### src/rtl/substitution_layer_seq.sv
// Ascon substitution layer that applies the 5-bit S-box to COLS_PER_CYCLE columns per cycle.
// A state is loaded in IDLE, substituted in place over 64/COLS_PER_CYCLE cycles, then held in DONE.
module substitution_layer_seq #(
  parameter int unsigned COLS_PER_CYCLE = 8
) (
  input  logic             clk,
  input  logic             rst_n,
  input  logic             valid_i,
  output logic             ready_o,
  input  logic [4:0][63:0] state_array_i,
  output logic             valid_o,
  input  logic             ready_i,
  output logic [4:0][63:0] state_array_o
);

  localparam int unsigned N  = 64 / COLS_PER_CYCLE;
  localparam int unsigned KW = (N > 1) ? $clog2(N) : 1;
  localparam logic [KW-1:0] KLast = KW'(N - 1);

  if (!(COLS_PER_CYCLE == 1 || COLS_PER_CYCLE == 2 || COLS_PER_CYCLE == 4 ||
        COLS_PER_CYCLE == 8 || COLS_PER_CYCLE == 16 || COLS_PER_CYCLE == 32 ||
        COLS_PER_CYCLE == 64)) begin : g_bad_cols
    $error("COLS_PER_CYCLE must be a power of two between 1 and 64");
  end

  typedef enum logic [1:0] {StIdle, StBusy, StDone} state_e;

  state_e             st_q;
  logic [KW-1:0]      k_q;
  logic [4:0][63:0]   state_q;
  logic [4:0][63:0]   sub_d;
  logic [5:0]         base;

  // Input bit i is word S_i, i.e. x[0] = S0[j].
  function automatic logic [4:0] sbox(input logic [4:0] x);
    logic [4:0] y;
    y[0] = (x[4] & x[1]) ^ x[3] ^ (x[2] & x[1]) ^ x[2] ^ (x[1] & x[0]) ^ x[1] ^ x[0];
    y[1] = x[4] ^ (x[3] & x[2]) ^ (x[3] & x[1]) ^ x[3] ^ (x[2] & x[1]) ^ x[2] ^ x[1] ^ x[0];
    y[2] = (x[4] & x[3]) ^ x[4] ^ x[2] ^ x[1] ^ 1'b1;
    y[3] = (x[4] & x[0]) ^ x[4] ^ (x[3] & x[0]) ^ x[3] ^ x[2] ^ x[1] ^ x[0];
    y[4] = (x[4] & x[1]) ^ x[4] ^ x[3] ^ (x[1] & x[0]) ^ x[1];
    return y;
  endfunction

  // With a single pass k_q is always zero, so wrapping the product to 6 bits is harmless.
  assign base = 6'(32'(k_q) * COLS_PER_CYCLE);

  always_comb begin
    sub_d = state_q;
    for (int unsigned c = 0; c < COLS_PER_CYCLE; c++) begin
      logic [5:0] col;
      logic [4:0] x;
      logic [4:0] y;
      col = base + 6'(c);
      for (int i = 0; i < 5; i++) begin
        x[i] = state_q[i][col];
      end
      y = sbox(x);
      for (int i = 0; i < 5; i++) begin
        sub_d[i][col] = y[i];
      end
    end
  end

  always_ff @(posedge clk or negedge rst_n) begin
    if (!rst_n) begin
      st_q    <= StIdle;
      k_q     <= '0;
      state_q <= '0;
      ready_o <= 1'b1;
      valid_o <= 1'b0;
    end else begin
      unique case (st_q)
        StIdle: begin
          if (valid_i) begin
            state_q <= state_array_i;
            k_q     <= '0;
            ready_o <= 1'b0;
            st_q    <= StBusy;
          end
        end
        StBusy: begin
          state_q <= sub_d;
          if (k_q == KLast) begin
            valid_o <= 1'b1;
            st_q    <= StDone;
          end else begin
            k_q <= k_q + 1'b1;
          end
        end
        StDone: begin
          if (ready_i) begin
            valid_o <= 1'b0;
            ready_o <= 1'b1;
            k_q     <= '0;
            st_q    <= StIdle;
          end
        end
        default: st_q <= StIdle;
      endcase
    end
  end

  assign state_array_o = state_q;

endmodule
### config.mk
export PLATFORM = sky130hd
export DESIGN_NAME = substitution_layer_seq
export DESIGN_NICKNAME = d
export VERILOG_FILES = /design/src/rtl/substitution_layer_seq.sv
export SDC_FILE = /design/constraint.sdc
export NUM_CORES = 1
export LEC_CHECK = 0
export BUFFER_PORTS_ARGS = -buffer_cell sky130_fd_sc_hd__clkbuf_2
export CAP_MARGIN = 15
export CORE_AREA = 8 8 244 246
export CTS_CLUSTER_DIAMETER = 50
export DETAILED_ROUTE_END_ITERATION = 16
export DIE_AREA = 0 0 252 254
export GPL_TIMING_DRIVEN = 0
export SKIP_CTS_REPAIR_TIMING = 1
export SYNTH_ARGS = -nofsm -noshare
export SYNTH_HDL_FRONTEND = slang
export SYNTH_SLANG_ARGS = --single-unit
export TNS_END_PERCENT = 50
### constraint.sdc
create_clock -name clk -period 2.3 [get_ports clk]
set_clock_uncertainty 0.05 [all_clocks]
set_input_delay 0.46 -clock clk [delete_from_list [all_inputs] [get_ports clk]]
set_output_delay 0.46 -clock clk [all_outputs]
set_load 0.005 [all_outputs]
==> metrics <==
status=complete, but fails checks; failing checks=negative setup slack; HPWL Detailed=82800 um; final setup fails=320; max frequency=363 MHz; cell area after layout=28200 um2; CTS sink count=327; DRC=0; Worst Setup Path Type=register to register; Startpoint Class=register; Post-synth EDFFs=0; TNS Setup=-112.19 ns; routability cong.=0.938; Area Overhead vs Synth=52.7%; first-pass GRT wire length=147000 um; final cell count without fillers=3487; initial antenna violation count=10; H-tree depth=2; top_reg_cell synth=dfrtp_1; Total Routing Usage GR=0.320; Nets=3013; vias in the first global route=20.1k; vias=20.2k; Routed WL=109000 um; Wirelength per Cell=31.3 um; PortBufs=645; slowest CP cell=mux4_2; most frequent cell on the critical path=buf_6; sequential fraction of the synthesis area=0.443; I/O pins=646; synthesized netlist cell count=1882; Cell Area, Synth=18500 um2; DIE AREA=64000 um2; Tmin final=2.76 ns; core area=55700 um2; global route overflow=0; CTS Buffer Depth=3; asr flop ratio synth=1.00; TritonCTS clock tree=yes; initial core utilization=0.331; initial DRC count=1769; max cap viols=0; Final Slew Violations=0; Row Count=87; share of cells above drive strength 1=0.494; arrival time at the worst endpoint=3.14 ns; crit path buf inv count=4; number of synthesized register bits=327; total CTS buffers=53; cells along the critical path=buf_6, buf_12, clkbuf_16, mux4_2, mux2i_4, buf_6, xor2_4, xnor2_4, o221ai_1; Worst Tran Pin Value=0.862 ns; clock root cell=clkbuf_16; crit-path max FO=8; worst setup margin=-0.458 ns; DRT Pass-1 Iters=6; Worst EP required=2.68 ns; crit path capture type=register; distinct cell type count after synthesis=34; Die H=254 um; largest net degree at the start of global routing=107; Tcrit/Tclk final=1.20; Top delay family on crit path=multiplexers; Final Hold Vio Count=0; CP peak stage delay=0.55 ns; Yosys warnings=0; Synth Area per Inst=9.81 um2; Antenna Nets Post-Route=0; Post-Place Cells=3289; vias per cell=5.78; worst skew pair latency=0.61 ns; Rel. slew slack=0.426; Post-Syn Nets=2208; RSZ-0062 raised after global routing=yes; hold crit path type=primary input to register; Die Wd=252 um; Fillers=5215; clk slew on worst S/H paths=0.06 ns; Placed Area=23000 um2; Hold WS=0.0645 ns
## cell usage in the layout, fill, tap and decap left out, drive strengths merged
cell         instances
nor2b                4
o221ai              24
dfrtp              326
nand3               32
o21ai                3
mux2                 9
nand4                1
or2                  9
nor4                 1
clkinv              10
ha                   2
clkinvlp             4
dfstp                1
nand2               64
xnor2               35
clkbuf             825
a21oi              320
o31a                 8
o22a                 1
a211oi             192
xor2                29
buf                145
nand2b               5
mux4                80
dlygate4sd3          1
nor3               108
nor2               421
mux2i               41
inv                 23
diode                6
bufinv               1
## worst register-to-register path, delay by kind of cell (launching register included)
| family | cells | cell delay [ns] |
|---|---|---|
| buf+inv | 4 | 0.66 |
| xor+xnor | 2 | 0.52 |
| flops | 1 | 0.39 |
| mux | 2 | 0.83 |
| compound gates | 1 | 0.17 |
## area by class of cell
type	instances	area (um2)	share of cell area
Tap cell	756	946	0.0336
Buffer	151	1020	0.0362
Antenna cell	6	15.0	0.000533
Inverter	13	48.8	0.00173
Sequential cell	327	8190	0.290
Clock buffer	68	1470	0.0520
Multi-Input combinational cell	1389	11500	0.408
Timing Repair Buffer	752	4780	0.170
Clock inverter	25	213	0.00755
## metal layers
| metal | part of all wire | routed length [um] | vias to the layer above | global-route usage |
|---|---|---|---|---|
| li1 | - | - | 8445 | - |
| met1 | 0.37 | 40700 | 10100 | 0.387 |
| met2 | 0.48 | 52900 | 1317 | 0.527 |
| met3 | 0.094 | 10300 | 271 | 0.0797 |
| met4 | 0.048 | 5280 | 6 | 0.160 |
| met5 | 0.00038 | 42 | - | 0 |
## cell families (layout without fill, tap and decap cells)
family / after synthesis / count (layout) / share of synthesized area
xor gates and xnor gates: 64 / 64 / 0.0438
adders and majority gates: 2 / 2 / 0.00136
DFF: 327 / 327 / 0.443
AOI/OAI and AO/OA: 548 / 548 / 0.181
buffers and inverters: 166 / 1009 / 0.0391
muxes: 130 / 130 / 0.137
and+or+nand+nor: 645 / 645 / 0.154
other: 0 / 6 / 0
## registers in the layout (all words and copies together), names as in the netlist
| signal | flops |
|---|---|
| st_q | 2 |
| k_q | 3 |
| state_array_o | 320 |
| ready_o | 1 |
| valid_o | 1 |
## path summary, 6_finish.rpt
kind	start	end	slack (ns)	cells after the start
max	k_q[0]	state_array_o[159]	-0.46	9
max reg2reg	k_q[0]	state_array_o[159]	-0.46	9
max in group asynchronous	rst_n	state_array_o[100]	0.44	4
min in group asynchronous	rst_n	state_array_o[286]	0.36	2
min reg2reg	state_array_o[137]	state_array_o[137]	0.48	2
min	state_array_i[145]	state_array_o[145]	0.06	3
## synthesized netlist by cell type (2+ instances only)
cell,instances,share of area
nor2_1,421,0.086
dfrtp_1,326,0.44
a21oi_1,320,0.087
a211oi_1,192,0.078
clkbuf_1,117,0.024
mux4_2,80,0.098
nor3_1,69,0.019
nand2_1,64,0.013
nor3_2,39,0.021
nand3_1,32,0.0087
o221ai_1,24,0.011
buf_2,21,0.0057
xnor2_2,20,0.018
mux2i_2,17,0.013
xor2_1,16,0.0076
xnor2_1,15,0.0071
inv_1,13,0.0026
xor2_2,13,0.011
mux2i_1,12,0.0065
mux2i_4,12,0.015
mux2_2,9,0.0055
or2_2,9,0.0031
o31a_1,8,0.0038
buf_6,7,0.0043
buf_4,5,0.0020
nand2b_1,5,0.0017
nor2b_1,4,0.0014
buf_1,3,0.00061
o21ai_0,3,0.00081
ha_1,2,0.0014
## through the flow
stage,setup slack [ns],utilization
final,-0.458,0.506
after global routing,-0.553,0.505
after CTS,-1.58,0.443
after detailed placement,-1.55,0.413
after global placement,-6.96,0.411
after floorplan,-0.0781,-
Power is not shown: default switching activity piles up to over one toggle a cycle in this logic, so the estimate is an artifact.
